==> src/rtl/seg_scan_decoder.sv <==
// seg_scan_decoder: filters the multiplexed 7-segment bus and rebuilds
// BCD frames with code, select and timeout error pulses.
module seg_scan_decoder #(
  parameter int STABLE_CYC = 4,
  parameter int TIMEOUT    = 4096
) (
  input  logic        mclk,
  input  logic        rst,
  input  logic [7:0]  seg_com,
  input  logic [7:0]  seg_data,
  output logic [31:0] bcd_out,
  output logic [7:0]  dp_out,
  output logic        frame_valid,
  output logic [15:0] frame_cnt,
  output logic        code_err,
  output logic        com_err,
  output logic        timeout
);
  logic [7:0]  r_com, r_data, r_pcom, r_pdata, r_stab, r_seen, r_dp, r_dpo;
  logic [31:0] r_dig, r_bcd;
  logic [19:0] r_tmr;
  logic [15:0] r_fcnt;
  logic        r_fv, r_cerr, r_merr, r_tmo;
  logic        w_acc, w_idle, w_onehot, w_multi, w_hit, w_bad, w_done, w_tmo, w_same;
  logic [7:0]  w_sel, w_seen_nxt, w_dp_nxt;
  logic [3:0]  w_code;
  logic [31:0] w_bcd_nxt;

  // r_pcom/r_pdata hold the pair that has just met the stability count
  assign w_same     = {r_com, r_data} == {r_pcom, r_pdata};
  assign w_acc      = r_stab == 8'(STABLE_CYC - 1);
  assign w_sel      = ~r_pcom;
  assign w_idle     = &r_pcom;
  assign w_onehot   = $onehot(w_sel);
  assign w_multi    = !w_idle && !w_onehot;
  assign w_hit      = w_acc && !w_idle;
  assign w_seen_nxt = r_seen | w_sel;
  assign w_done     = w_acc && w_onehot && (w_seen_nxt == 8'hFF);
  assign w_tmo      = (|r_seen) && (r_tmr == 20'(TIMEOUT - 1));
  assign w_dp_nxt   = (r_dp & ~w_sel) | (w_sel & {8{r_pdata[0]}});

  always_comb begin
    w_code = 4'hE;
    w_bad  = 1'b0;
    case (r_pdata[7:1])
      7'b1111110: w_code = 4'd0;
      7'b0110000: w_code = 4'd1;
      7'b1101101: w_code = 4'd2;
      7'b1111001: w_code = 4'd3;
      7'b0110011: w_code = 4'd4;
      7'b1011011: w_code = 4'd5;
      7'b1011111: w_code = 4'd6;
      7'b1110000: w_code = 4'd7;
      7'b1111111: w_code = 4'd8;
      7'b1111011: w_code = 4'd9;
      7'b0000000: w_code = 4'hF;
      default:    w_bad  = 1'b1;
    endcase
  end

  always_comb begin
    w_bcd_nxt = r_dig;
    for (int i = 0; i < 8; i++)
      if (w_sel[i]) w_bcd_nxt[4*i +: 4] = w_code;
  end

  always_ff @(posedge mclk) begin
    if (!rst) begin
      {r_com, r_data, r_pcom, r_pdata, r_stab, r_seen, r_dp, r_dpo} <= '0;
      {r_dig, r_bcd, r_tmr, r_fcnt} <= '0;
      {r_fv, r_cerr, r_merr, r_tmo} <= '0;
    end else begin
      r_com   <= seg_com;
      r_data  <= seg_data;
      r_pcom  <= r_com;
      r_pdata <= r_data;
      r_stab  <= !w_same ? 8'd0 : (r_stab == 8'hFF ? r_stab : r_stab + 8'd1);
      r_fv    <= w_done;
      r_cerr  <= w_acc && w_onehot && w_bad;
      r_merr  <= w_acc && w_multi;
      r_tmo   <= !w_hit && w_tmo;
      r_tmr   <= (w_hit || w_tmo) ? 20'd0 : ((|r_seen) ? r_tmr + 20'd1 : r_tmr);
      if (w_acc && w_onehot) begin
        r_dig  <= w_bcd_nxt;
        r_dp   <= w_dp_nxt;
        r_seen <= w_done ? 8'd0 : w_seen_nxt;
      end else if (!w_hit && w_tmo) begin
        r_seen <= 8'd0;
      end
      if (w_done) begin
        r_bcd  <= w_bcd_nxt;
        r_dpo  <= w_dp_nxt;
        r_fcnt <= r_fcnt + 16'd1;
      end
    end
  end

  assign bcd_out     = r_bcd;
  assign dp_out      = r_dpo;
  assign frame_valid = r_fv;
  assign frame_cnt   = r_fcnt;
  assign code_err    = r_cerr;
  assign com_err     = r_merr;
  assign timeout     = r_tmo;
endmodule

==> config.mk <==
export PLATFORM = sky130hd
export DESIGN_NAME = seg_scan_decoder
export DESIGN_NICKNAME = d
export VERILOG_FILES = /design/src/rtl/seg_scan_decoder.sv
export SDC_FILE = /design/constraint.sdc
export NUM_CORES = 1
export LEC_CHECK = 0
export ABC_AREA = 1
export BUFFER_PORTS_ARGS = -buffer_cell sky130_fd_sc_hd__buf_2
export CAP_MARGIN = 20
export CORE_MARGIN = 10
export CORE_UTILIZATION = 40
export DETAILED_ROUTE_END_ITERATION = 6
export GPL_TIMING_DRIVEN = 0
export SYNTH_ARGS = -nofsm -noshare
export SYNTH_HDL_FRONTEND = slang
export SYNTH_SLANG_ARGS = --single-unit
==> constraint.sdc <==
create_clock -name mclk -period 5.05 [get_ports mclk]
set_clock_uncertainty 0.05 [all_clocks]
set_input_delay 1.01 -clock mclk [delete_from_list [all_inputs] [get_ports mclk]]
set_output_delay 1.01 -clock mclk [all_outputs]
set_load 0.02 [all_outputs]
==> flow_summary_export.csv <==
group,metric,value,unit
outcome,status,"finished clean",
timing,finalMaxSlewViolations,0,
cells_and_area,fillers,2005,
placement,hpwl,15.6,mm
setup_path,cp-start-kind,"register",
synthesis,ys_ff_latch,168,
power_and_ir_drop,max-vdd-ir-drop,0.213,mV
synthesis,syn_inst,1130,
setup_path,path_cells,"fa_1 > inv_1 > fa_1 > fa_1 > ha_1 > inv_1 > fa_1 > nand2_1 > nor2_1 > nand2_1 > nor2_2 > nand3_1 > clkinv_1 > nand3_1 > nand2_1 > inv_1",
route,drcViolationCount,0,
timing,fin_tns_setup,0,ns
clock_network,clockRootBuffer,"clkbuf_16",
clock_network,clock_sinks,168,
synthesis,async_reset_ff_frac,0,
setup_path,path_max_fanout,9,
placement,port_buffers,76,
route,wl_per_cell,14.2,um
synthesis,synthAdderAreaFrac,0.0212,
power_and_ir_drop,powerDensity,303,nW/um2
setup_path,timing_worst_setup_path_type,"reg2reg",
floorplanning,die_h,161,um
placement,placedCellCount,1471,
synthesis,synthSimpleGateAreaFrac,0.325,
setup_path,cp.arrival,4.64,ns
floorplanning,die-area,25800,um2
timing,hold_viol,0,
timing,fin_crit,4.36,ns
job,maxCapViolCount,0,
timing,tightest_slew,0.666,ns
cells_and_area,area_growth,16.0,%
cells_and_area,nNetsFinal,1254,
timing,finalSetupViolCount,0,
cells_and_area,multi_input_area,3760,um2
synthesis,ys_seq_area_frac,0.425,
cells_and_area,fin_cells,1499,
synthesis,synthMuxAreaShare,0,
cells_and_area,drive_gt1_frac,0.146,
synthesis,yosysWarnings,0,
timing,clock.fmax,229,MHz
clock_network,cts_tree,"built",
timing,grt_setup_unrepaired,"false",
floorplanning,placementRows,51,
floorplanning,initial_core_util,0.406,
route,routed_wl,21.2,mm
placement,gp_congestion,0.902,
cells_and_area,final_util,0.472,
synthesis,synth_edf_count,0,
timing,fin_crit_sh,0.863,
route,drt_iter0_drc,522,
min_path,hold_class,"reg2reg",
setup_path,crit_required,5.33,ns
setup_path,cp_slowest_cell,"dfxtp_1",
floorplanning,die_w,161,um
clock_network,clkTransAtPathRegs,0.06,ns
floorplanning,ios,78,
cells_and_area,ff_latch_area,3360,um2
route,vias,7258,
synthesis,synth.top_cells.by_area,"dfxtp_1, nand2_1, nor2_1",
clock_network,postCtsSetupBuffers,0,
synthesis,synth_fp_nets,1159,
synthesis,synthFlopType,"dfxtp_1",
floorplanning,core-area,19500,um2
power_and_ir_drop,p_leak,0.00425,uW
synthesis,synth_top_area_share,0.425,
setup_path,crit_top_cell,"fa_1",
clock_network,ctsHoldBuffers,0,
synthesis,synth_xor_area_frac,0.0266,
route,antenna_left,0,
grt,grt_pass1_wl,35.8,mm
setup_path,slowest_delay,0.62,ns
grt,grt_antenna_before_repair,0,
route,first_pass_iters,6,
clock_network,clock_tree.buffer_depth,2,
clock_network,cts_buffers,17,
grt,grt_pass1_vias,6961,
grt,gr-usage-all-layers,0.168,
synthesis,netlist_area,7910,um2
clock_network,clk_latency,0.43,ns
synthesis,synth_top_family_by_area,"simple AND/OR/NAND/NOR gates",
synthesis,ys_types,44,
timing,maxSlewHeadroom,0.556,
synthesis,synth_compound_gate_area_share,0.103,
synthesis,synth_top_cell_by_area,"dfxtp_1",
clock_network,cts_max_level,4,
cells_and_area,diodes,0,
synthesis,syn_area_per_cell,7.00,um2
clock_network,cts_resized,0,
grt,grt_max_degree,17,
route,vias_per_cell,4.84,
grt,gr-total-overflow,0,
setup_path,cp-end-kind,"register",
[critical path, delay by kind of cell, from the launching register on]
kind,cells,cell delay [ns]
adder cells (fa/ha/maj),5,2.04
buffers and inverters,4,0.42
flip-flops,1,0.62
AND/OR/NAND/NOR,7,1.12
[registers in the layout (all words and copies together), names as in the netlist]
name,count
bcd_out,32
code_err,1
com_err,1
dp_out,8
frame_cnt,16
frame_valid,1
r_com,8
r_data,8
r_dig,32
r_dp,8
r_pcom,8
r_pdata,8
r_seen,8
r_stab,8
r_tmr,20
timeout,1
[final timing paths]
kind                             start                 endpoint  slack, ns  cells past startpoint
setup / recovery  r_pcom[0]$_SDFF_PN0_  bcd_out[7]$_SDFFE_PN0P_       0.69                     16
hold / removal     r_com[4]$_SDFF_PN0_     r_pcom[4]$_SDFF_PN0_       0.40                      2
setup reg to reg  r_pcom[0]$_SDFF_PN0_  bcd_out[7]$_SDFFE_PN0P_       0.69                     16
hold reg to reg    r_com[4]$_SDFF_PN0_     r_pcom[4]$_SDFF_PN0_       0.40                      2
[where the power goes]
group	internal [uW]	total, uW	leakage, uW	switching (uW)
registers	1340	1350	0.00136	14.9
clock network	740	1270	0.000272	526
logic	55.1	163	0.00262	108
[stage by stage]
stage                     hold WS [ns]  cell area, um2  power, uW  setup slack, ns
after global placement           0.383            8620       1540            0.640
after floorplan                  0.374            7910       1490             1.40
after global routing             0.420            9180       2880            0.367
after CTS                        0.399            9180       2810            0.596
after detailed placement         0.389            8620       1540            0.633
final                            0.395            9180       2780            0.691
[kinds of logic after synthesis]
| kind of cell | after synthesis |
|---|---|
| buffers and inverters | 191 |
| adder cells (fa/ha/maj) | 11 |
| XOR/XNOR | 24 |
| AND/OR/NAND/NOR | 579 |
| AO/OA/AOI/OAI | 157 |
| flip-flops | 168 |
[cell usage in the layout, fill, tap and decap left out, types with 4 or more instances in the layout]
master	count
a21oi_1	81
buf_1	5
buf_2	86
clkbuf_1	14
clkbuf_16	17
clkinv_2	4
dfxtp_1	168
fa_1	4
ha_1	7
inv_1	143
inv_2	8
nand2_1	258
nand2_2	5
nand2_4	4
nand3_1	84
nand4_1	22
nor2_1	147
nor2_2	5
nor2_4	5
nor3_1	18
o21ai_0	65
or2_2	20
xnor2_1	5
xor2_1	19
[per-layer routing]
metal,part of all wire,wire (um),global-route usage,vias up
met5,0,0,0,-
met4,0.014,287,0.0518,0
met3,0.041,877,0.0307,20
met2,0.46,9870,0.273,144
met1,0.48,10200,0.221,3324
li1,-,-,-,3770
[synthesized netlist by cell type (7+ instances only)]
cell type	instances
inv_1	143
buf_2	10
xor2_1	19
nor2_1	147
nand2_1	258
ha_1	7
clkbuf_1	14
nand3_1	84
nand4_1	22
a21oi_1	81
nor3_1	18
inv_2	8
o21ai_0	65
or2_2	20
dfxtp_1	168
[final cells by class]
cell class,instances,share of cell area
buffer,37,0.0221
clock buffer,19,0.0493
clock inverter,9,0.0113
inverter,154,0.0632
multi-input combinational,771,0.410
sequential,168,0.366
tap,265,0.0361
timing repair buffer,76,0.0414
(Power assumes the default switching activity.)
